File: src/rtl/adc_cal_sequencer_pkg.sv
// Shared types and constants for the ADC offset calibration sequencer.
// Exports state_t, ADC_W, NUM_CH and default limits.
package adc_cal_pkg;

  localparam int ADC_W  = 12;
  localparam int NUM_CH = 4;

  localparam logic [ADC_W-1:0] DEF_MAX_OFFSET = 12'h040;
  localparam int DEF_STROBE_TIMEOUT = 64;

  typedef enum logic [2:0] {
    IDLE,
    SETTLE,
    ACCUM,
    CHECK,
    RUN
  } state_t;

endpackage

File: src/rtl/adc_cal_sequencer_if.sv
// ADC sample bus: raw holds + ad_strobe in, adc_en + corrected samples out.
// master = receiver/consumer side, slave = sequencer side.
interface adc_cal_sequencer_if;
  import adc_cal_pkg::*;

  logic             adc_en;
  logic [ADC_W-1:0] ad_a0;
  logic [ADC_W-1:0] ad_a1;
  logic [ADC_W-1:0] ad_b0;
  logic [ADC_W-1:0] ad_b1;
  logic             ad_strobe;
  logic [ADC_W-1:0] corr_a0;
  logic [ADC_W-1:0] corr_a1;
  logic [ADC_W-1:0] corr_b0;
  logic [ADC_W-1:0] corr_b1;
  logic             corr_strobe;

  modport master (
    output ad_a0, ad_a1, ad_b0, ad_b1, ad_strobe,
    input  adc_en,
    input  corr_a0, corr_a1, corr_b0, corr_b1, corr_strobe
  );

  modport slave (
    input  ad_a0, ad_a1, ad_b0, ad_b1, ad_strobe,
    output adc_en,
    output corr_a0, corr_a1, corr_b0, corr_b1, corr_strobe
  );

endinterface

File: src/rtl/adc_cal_sequencer_channel.sv
// One ADC channel: accumulator, offset register, range check, saturating
// correction. Ports: acc_clr/acc_en/off_ld/corr_en controls, sample in,
// in_range/offset/corr out. ADC_CAL_ROUND_EN selects round-half-up average.
module adc_cal_channel
  import adc_cal_pkg::*;
#(
  parameter int               CAL_LOG2   = 4,
  parameter logic [ADC_W-1:0] MAX_OFFSET = DEF_MAX_OFFSET
) (
  input  logic             clk,
  input  logic             reset,
  input  logic             acc_clr,
  input  logic             acc_en,
  input  logic             off_ld,
  input  logic             corr_en,
  input  logic [ADC_W-1:0] sample,
  output logic             in_range,
  output logic [ADC_W-1:0] offset,
  output logic [ADC_W-1:0] corr
);

  localparam int ACC_W = ADC_W + CAL_LOG2;

  logic [ACC_W-1:0] acc;
  logic [ACC_W-1:0] sum_r;
  logic [ADC_W-1:0] avg;

`ifdef ADC_CAL_ROUND_EN
  // Max acc is 2^L*(2^12-1); adding 2^(L-1) still fits ACC_W.
  localparam logic [ACC_W-1:0] HALF = ACC_W'(1) << (CAL_LOG2 - 1);
  assign sum_r = acc + HALF;
`else
  assign sum_r = acc;
`endif

  assign avg      = sum_r[ACC_W-1:CAL_LOG2];
  assign in_range = (avg <= MAX_OFFSET);

  always_ff @(posedge clk) begin
    if (!reset) begin
      acc    <= '0;
      offset <= '0;
      corr   <= '0;
    end else begin
      if (acc_clr)
        acc <= '0;
      else if (acc_en)
        acc <= acc + ACC_W'(sample);
      if (off_ld)
        offset <= avg;
      if (corr_en)
        corr <= (sample >= offset) ? sample - offset : '0;
    end
  end

endmodule

File: src/rtl/adc_cal_sequencer.sv
// Calibration sequencer: settle, average 2^CAL_LOG2 samples, range check,
// then stream offset-corrected samples. Ports: clk, reset (sync, low),
// cal_req, bus (slave), cal_busy/done/err, off_*. Option: ADC_CAL_ROUND_EN.
module adc_cal_sequencer
  import adc_cal_pkg::*;
#(
  parameter int               SETTLE_SAMPLES = 2,
  parameter int               CAL_LOG2       = 4,
  parameter logic [ADC_W-1:0] MAX_OFFSET     = DEF_MAX_OFFSET,
  parameter int               STROBE_TIMEOUT = DEF_STROBE_TIMEOUT
) (
  input  logic                clk,
  input  logic                reset,
  input  logic                cal_req,
  adc_cal_sequencer_if.slave  bus,
  output logic                cal_busy,
  output logic                cal_done,
  output logic                cal_err,
  output logic [ADC_W-1:0]    off_a0,
  output logic [ADC_W-1:0]    off_a1,
  output logic [ADC_W-1:0]    off_b0,
  output logic [ADC_W-1:0]    off_b1
);

  localparam int SW    = $clog2(SETTLE_SAMPLES + 1);
  localparam int CNT_W = (CAL_LOG2 + 1 > SW) ? CAL_LOG2 + 1 : SW;
  localparam int TMO_W = $clog2(STROBE_TIMEOUT + 1);

  state_t state, nxt;

  logic [CNT_W-1:0] cnt;
  logic [TMO_W-1:0] tmo;

  logic acc_clr, acc_en, off_ld, corr_en;
  logic cnt_clr, cnt_inc;
  logic err_set, err_clr, done_set;
  logic tmo_hit, last_set, last_acc, all_ok;
  logic strobe;

  logic [ADC_W-1:0]  smp  [NUM_CH];
  logic [ADC_W-1:0]  off  [NUM_CH];
  logic [ADC_W-1:0]  corr [NUM_CH];
  logic [NUM_CH-1:0] in_rng;

  assign strobe   = bus.ad_strobe;
  assign last_set = (cnt == CNT_W'(SETTLE_SAMPLES - 1));
  assign last_acc = (cnt == CNT_W'((1 << CAL_LOG2) - 1));
  assign tmo_hit  = !strobe &&
                    (tmo == TMO_W'(STROBE_TIMEOUT - 1));
  assign all_ok   = &in_rng;

  always_comb begin
    nxt      = state;
    acc_clr  = 1'b0;
    acc_en   = 1'b0;
    off_ld   = 1'b0;
    corr_en  = 1'b0;
    cnt_clr  = 1'b0;
    cnt_inc  = 1'b0;
    err_set  = 1'b0;
    err_clr  = 1'b0;
    done_set = 1'b0;
    unique case (state)
      IDLE: begin
        if (cal_req) begin
          nxt     = SETTLE;
          err_clr = 1'b1;
          cnt_clr = 1'b1;
        end
      end
      SETTLE: begin
        if (strobe) begin
          if (last_set) begin
            nxt     = ACCUM;
            acc_clr = 1'b1;
            cnt_clr = 1'b1;
          end else begin
            cnt_inc = 1'b1;
          end
        end else if (tmo_hit) begin
          nxt     = IDLE;
          err_set = 1'b1;
        end
      end
      ACCUM: begin
        if (strobe) begin
          acc_en = 1'b1;
          if (last_acc) begin
            nxt     = CHECK;
            cnt_clr = 1'b1;
          end else begin
            cnt_inc = 1'b1;
          end
        end else if (tmo_hit) begin
          nxt     = IDLE;
          err_set = 1'b1;
        end
      end
      CHECK: begin
        if (all_ok) begin
          nxt      = RUN;
          off_ld   = 1'b1;
          done_set = 1'b1;
        end else begin
          nxt     = IDLE;
          err_set = 1'b1;
        end
      end
      RUN: begin
        corr_en = strobe;
        if (cal_req) begin
          nxt     = SETTLE;
          err_clr = 1'b1;
          cnt_clr = 1'b1;
        end
      end
      default: nxt = IDLE;
    endcase
  end

  always_ff @(posedge clk) begin
    if (!reset)
      state <= IDLE;
    else
      state <= nxt;
  end

  always_ff @(posedge clk) begin
    if (!reset) begin
      cnt             <= '0;
      tmo             <= '0;
      cal_err         <= 1'b0;
      cal_done        <= 1'b0;
      bus.corr_strobe <= 1'b0;
    end else begin
      if (cnt_clr)
        cnt <= '0;
      else if (cnt_inc)
        cnt <= cnt + 1'b1;
      // Cycles since last strobe; only runs while waiting on samples.
      if ((state == SETTLE || state == ACCUM) && !strobe)
        tmo <= tmo + 1'b1;
      else
        tmo <= '0;
      if (err_set)
        cal_err <= 1'b1;
      else if (err_clr)
        cal_err <= 1'b0;
      cal_done        <= done_set;
      bus.corr_strobe <= corr_en;
    end
  end

  assign bus.adc_en = (state != IDLE);
  assign cal_busy   = (state == SETTLE) || (state == ACCUM) ||
                      (state == CHECK);

  assign smp[0] = bus.ad_a0;
  assign smp[1] = bus.ad_a1;
  assign smp[2] = bus.ad_b0;
  assign smp[3] = bus.ad_b1;

  for (genvar i = 0; i < NUM_CH; i++) begin : g_ch
    adc_cal_channel #(
      .CAL_LOG2   (CAL_LOG2),
      .MAX_OFFSET (MAX_OFFSET)
    ) u_ch (
      .clk      (clk),
      .reset    (reset),
      .acc_clr  (acc_clr),
      .acc_en   (acc_en),
      .off_ld   (off_ld),
      .corr_en  (corr_en),
      .sample   (smp[i]),
      .in_range (in_rng[i]),
      .offset   (off[i]),
      .corr     (corr[i])
    );
  end

  assign off_a0 = off[0];
  assign off_a1 = off[1];
  assign off_b0 = off[2];
  assign off_b1 = off[3];

  assign bus.corr_a0 = corr[0];
  assign bus.corr_a1 = corr[1];
  assign bus.corr_b0 = corr[2];
  assign bus.corr_b1 = corr[3];

endmodule

File: src/flat_wrapper.sv
// flat-port wrapper written by rule: the top's interface ports become plain ports
module adc_cal_sequencer_flat import adc_cal_pkg::*;
#(
  parameter int               SETTLE_SAMPLES = 2,
  parameter int               CAL_LOG2       = 4,
  parameter logic [ADC_W-1:0] MAX_OFFSET     = DEF_MAX_OFFSET,
  parameter int               STROBE_TIMEOUT = DEF_STROBE_TIMEOUT
)
  (clk, reset, cal_req, cal_busy, cal_done, cal_err, off_a0, off_a1, off_b0, off_b1, bus_ad_a0, bus_ad_a1, bus_ad_b0, bus_ad_b1, bus_ad_strobe, bus_adc_en, bus_corr_a0, bus_corr_a1, bus_corr_b0, bus_corr_b1, bus_corr_strobe);
  adc_cal_sequencer_if bus_i ();
  input  logic clk;
  input  logic reset;
  input  logic cal_req;
  output logic cal_busy;
  output logic cal_done;
  output logic cal_err;
  output logic [ADC_W-1:0] off_a0;
  output logic [ADC_W-1:0] off_a1;
  output logic [ADC_W-1:0] off_b0;
  output logic [ADC_W-1:0] off_b1;
  input wire logic [$bits(bus_i.ad_a0)-1:0] bus_ad_a0;
  input wire logic [$bits(bus_i.ad_a1)-1:0] bus_ad_a1;
  input wire logic [$bits(bus_i.ad_b0)-1:0] bus_ad_b0;
  input wire logic [$bits(bus_i.ad_b1)-1:0] bus_ad_b1;
  input wire logic [$bits(bus_i.ad_strobe)-1:0] bus_ad_strobe;
  output wire logic [$bits(bus_i.adc_en)-1:0] bus_adc_en;
  output wire logic [$bits(bus_i.corr_a0)-1:0] bus_corr_a0;
  output wire logic [$bits(bus_i.corr_a1)-1:0] bus_corr_a1;
  output wire logic [$bits(bus_i.corr_b0)-1:0] bus_corr_b0;
  output wire logic [$bits(bus_i.corr_b1)-1:0] bus_corr_b1;
  output wire logic [$bits(bus_i.corr_strobe)-1:0] bus_corr_strobe;
  assign bus_i.ad_a0 = bus_ad_a0;
  assign bus_i.ad_a1 = bus_ad_a1;
  assign bus_i.ad_b0 = bus_ad_b0;
  assign bus_i.ad_b1 = bus_ad_b1;
  assign bus_i.ad_strobe = bus_ad_strobe;
  assign bus_adc_en = bus_i.adc_en;
  assign bus_corr_a0 = bus_i.corr_a0;
  assign bus_corr_a1 = bus_i.corr_a1;
  assign bus_corr_b0 = bus_i.corr_b0;
  assign bus_corr_b1 = bus_i.corr_b1;
  assign bus_corr_strobe = bus_i.corr_strobe;
  adc_cal_sequencer #(.SETTLE_SAMPLES(SETTLE_SAMPLES), .CAL_LOG2(CAL_LOG2), .MAX_OFFSET(MAX_OFFSET), .STROBE_TIMEOUT(STROBE_TIMEOUT)) u_core (.clk(clk), .reset(reset), .cal_req(cal_req), .bus(bus_i), .cal_busy(cal_busy), .cal_done(cal_done), .cal_err(cal_err), .off_a0(off_a0), .off_a1(off_a1), .off_b0(off_b0), .off_b1(off_b1));
endmodule
File: config.mk
export PLATFORM = sky130hd
export DESIGN_NAME = adc_cal_sequencer_flat
export DESIGN_NICKNAME = d
export VERILOG_FILES = /design/src/rtl/adc_cal_sequencer_pkg.sv /design/src/rtl/adc_cal_sequencer_if.sv /design/src/rtl/adc_cal_sequencer_channel.sv /design/src/rtl/adc_cal_sequencer.sv /design/src/flat_wrapper.sv
export SDC_FILE = /design/constraint.sdc
export NUM_CORES = 1
export LEC_CHECK = 0
export CAP_MARGIN = 15
export CORE_MARGIN = 4
export CORE_UTILIZATION = 50
export DETAILED_ROUTE_END_ITERATION = 6
export MAX_ROUTING_LAYER = met4
export PLACE_DENSITY = 0.74
export SYNTH_ARGS = -nofsm -noshare
export SYNTH_HDL_FRONTEND = slang
export SYNTH_SLANG_ARGS = --single-unit
File: constraint.sdc
create_clock -name clk -period 3.1 [get_ports clk]
set_input_delay 0.62 -clock clk [delete_from_list [all_inputs] [get_ports clk]]
set_output_delay 0.62 -clock clk [all_outputs]
set_load 0.005 [all_outputs]
==> impl_results.md <==
- Outcome: completed
- Slew @ Worst Pin: 0.861 ns
- Largest net degree at the start of global routing: 76
- Final Non-Filler Cells: 1781
- Sequential power share: 0.427
- EDFF count, synth: 0
- Port-buffer cells: roughly 150
- Post-Synth XOR/XNOR Area: 0.0404
- CTS tree: built
- Max-slew violations: 0
- Synth Area in Compound Gates: 0.224
- CP startpoint kind: primary input
- Avg Cell Area, Syn: between 8 and 9 um2
- Max Cap Viol: 0
- Placement Rows: 54
- Remaining global-route overflow: 0
- Initial core utilization: 0.507
- Routed wire length: 28.9 mm
- Switching part of the total: 0.274
- Crit path arrival time: 3.11 ns
- Leading cell type in the layout, fill and taps excluded: dfxtp_1
- Maximum vdd ir drop: 0.344 mV
- DR iter-0 viols: about 720
- Simple-Gate Fraction of Synth Area: 0.200
- Layout cells sized above 1: 0.0580
- Tot GR Track Use: 0.243
- CTS max path bufs: 2
- Ys Warns: 0
- Rel. slew slack: 0.426
- Largest family of logic cells by synthesized area: compound AO/OA/AOI/OAI gates
- # clock sinks: 178
- Multiplexer share of the synthesized area: 0.0387
- Total number of vias: 10300
- Switching Power: 1520 uW
- Register area share after synthesis: 0.322
- Hold-fix buffers, CTS: 0
- Core Region: 21800 um2
- WL per Instance: 16.2 um
- Post-synthesis cell type count: 63
- Int Pwr: 4050 uW
- Final ANT Viol Nets: 0
- CTS Buf Count: 17
- Area Overhead vs Synth: 23.5%
- Hold Crit Start: u_core.g_ch[2].u_ch.corr[3]
- Final Setup Violations: 0
- RSZ-0062 raised after global routing: false
- Via-to-Cell Ratio: 5.80
- Fmax: 358 MHz
- Placed cell count: roughly 1700
- Critical Path Sink Type: flop
- H-Tree Depth: 4
- Gpl congestion: 0.887
- Critical Path Source: bus_ad_a1[0]
- Skew-Pair Late Insertion Delay: roughly 0.43 ns
- Combinational share of power: 0.161
- Most used flip-flop cell after synthesis: dfxtp_1
- Util after Layout: 0.626
- Ports: between 150 and 200
- PwrDens: roughly 400 nW/um2
- Fin nets: 1648
- CTS resizes: 0
- Clock slew at reported path FFs: 0.07 ns
- Post-DP HPWL: 21.2 mm
- Router iterations before antenna repair: 7
- Clock Tree Root: clkbuf_16
- Final setup skew: 0.0125 ns
- Synthesized-area fraction occupied by adder cells: 0.128
- Most frequent cells in the layout: dfxtp_1 (178), clkdlybuf4s50_1 (152), nor2_1 (123)
- Ant diodes: 0
- Post-synthesis register bit count: 178
- R2r startpoint: u_core.state[1]
- Setup bufs post-CTS: 0
- Critical path type: primary input to flop
- Post-synthesis net count: 1501
- Initial antenna violation count: 0
- Clk network pwr share: 0.412
- Vias in the first global route: 10100
- DRC violations left: 0
- Chip Width: roughly 160 um
- Die height: roughly 160 um
- Final hold violation count: 0
- Worst-path fanout max: 3
- Hold/Removal Path Class: flop to flop
- First-pass GRT wire length: ~50 mm
- Tmin final: 2.79 ns
- Leak: between 0.005 and 0.006 uW
- Die area: about 25000 um2
- Final period utilization: 0.900
- Post-Syn Area: 11100 um2
- Async S/R FF share, synth: 0
- Worst Path Required: between 3 and 4 ns
- Mapped Cells: 1341
worst paths after layout:
| kind | endpoint | slack [ns] | depth (start not counted) |
|---|---|---|---|
| worst min-delay path | u_core.g_ch[2].u_ch.corr[3] | 0.45 | 2 |
| worst max-delay path | u_core.g_ch[1].u_ch.acc[14] | 0.31 | 9 |
| worst max register to register | u_core.g_ch[1].u_ch.corr[10] | 0.47 | 6 |
| worst min register to register | u_core.g_ch[2].u_ch.corr[3] | 0.45 | 2 |
area by class of cell:
class	count	area [um2]
Clock buffer	19	453
Clock inverter	13	168
Fill cell	1960	8160
Inverter	71	267
Multi-Input combinational cell	1030	7010
Sequential cell	178	3560
Tap cell	280	350
Timing Repair Buffer	190	1860
synth_stat cells (4+ instances only):
master | n | share of area
a211o_1 | 7 | 0.0055
ha_1 | 100 | 0.11
and3_1 | 34 | 0.019
o21a_1 | 23 | 0.016
inv_1 | 71 | 0.024
a22oi_1 | 26 | 0.018
a21o_1 | 34 | 0.023
o2111ai_1 | 4 | 0.0032
o31a_1 | 6 | 0.0047
buf_2 | 5 | 0.0023
o21bai_1 | 7 | 0.0047
nand2_1 | 113 | 0.038
dfxtp_1 | 178 | 0.32
xnor2_1 | 30 | 0.024
fa_1 | 8 | 0.014
o21ai_0 | 65 | 0.029
a32oi_1 | 12 | 0.0095
o31ai_1 | 4 | 0.0027
or4_1 | 14 | 0.0095
or3_1 | 17 | 0.0096
mux2i_1 | 36 | 0.033
a21oi_1 | 113 | 0.051
and2_1 | 4 | 0.0023
a2111o_1 | 5 | 0.0051
buf_1 | 8 | 0.0027
nand2b_1 | 11 | 0.0062
nor2b_1 | 10 | 0.0057
xor2_1 | 21 | 0.017
mux2_2 | 6 | 0.0061
nor2_1 | 123 | 0.042
nor4_1 | 11 | 0.0062
nand4_1 | 26 | 0.015
a31oi_1 | 13 | 0.0073
nor3_1 | 20 | 0.0090
or2_2 | 4 | 0.0023
nand3_1 | 48 | 0.022
a211oi_1 | 18 | 0.012
clkbuf_1 | 45 | 0.015
nand4b_1 | 4 | 0.0032
o211ai_1 | 12 | 0.0081
stage by stage:
stage	instance area (um2)	TNS, ns	hold slack, ns	worst slack (ns)	total power [uW]
6_report	13700	0	0.452	0.309	5570
5_1_grt	13700	0	0.475	0.159	5830
4_1_cts	13700	0	0.455	0.355	5610
3_5_place_dp	13000	-0.274	0.444	-0.0925	3320
3_3_place_gp	13000	-0.0634	0.443	-0.0250	3300
2_1_floorplan	11100	0	0.430	0.542	3020
state kept, by name (all words and copies together), names as in the netlist:
register,count
u_core.g_ch.u_ch.acc,64
u_core.g_ch.u_ch.corr,48
u_core.g_ch.u_ch.offset,48
u_core.tmo,7
u_core.cnt,5
u_core.state,3
u_core.bus.corr_strobe,1
u_core.cal_done,1
u_core.cal_err,1
critical path, stage by stage:
cell and delay [ns]:
clkdlybuf4s50_1 0.43, ha_1 0.23, fa_1 0.40, a211oi_1 0.34, o21bai_1 0.18, a221oi_1 0.47
o21ai_0 0.21, xnor2_1 0.19, nor2_1 0.06
routing by layer:
layer,vias up,share of wire,track usage
met1,4836,0.47,0.315
met5,-,0,-
li1,5198,-,-
met3,33,0.044,0.0321
met2,265,0.47,0.399
met4,0,0.016,0.0711
power by group through the flow:
stage               combinational (uW)  sequential [uW]  clock (uW)
floorplan                          615             2410           0
global placement                   872             2430           0
detailed placement                 888             2430           0
CTS                                895             2380        2340
global route                       997             2390        2440
finish                             897             2380        2300
logic make-up (layout without fill, tap and decap cells):
family | Yosys count | after routing
AOI/OAI and AO/OA | 378 | 378
xor gates and xnor gates | 51 | 51
adders and majority gates | 108 | 108
buffers and inverters | 133 | 293
DFF | 178 | 178
muxes | 42 | 42
and+or+nand+nor | 451 | 451
Note: power is estimated with default switching activity, not from simulation.
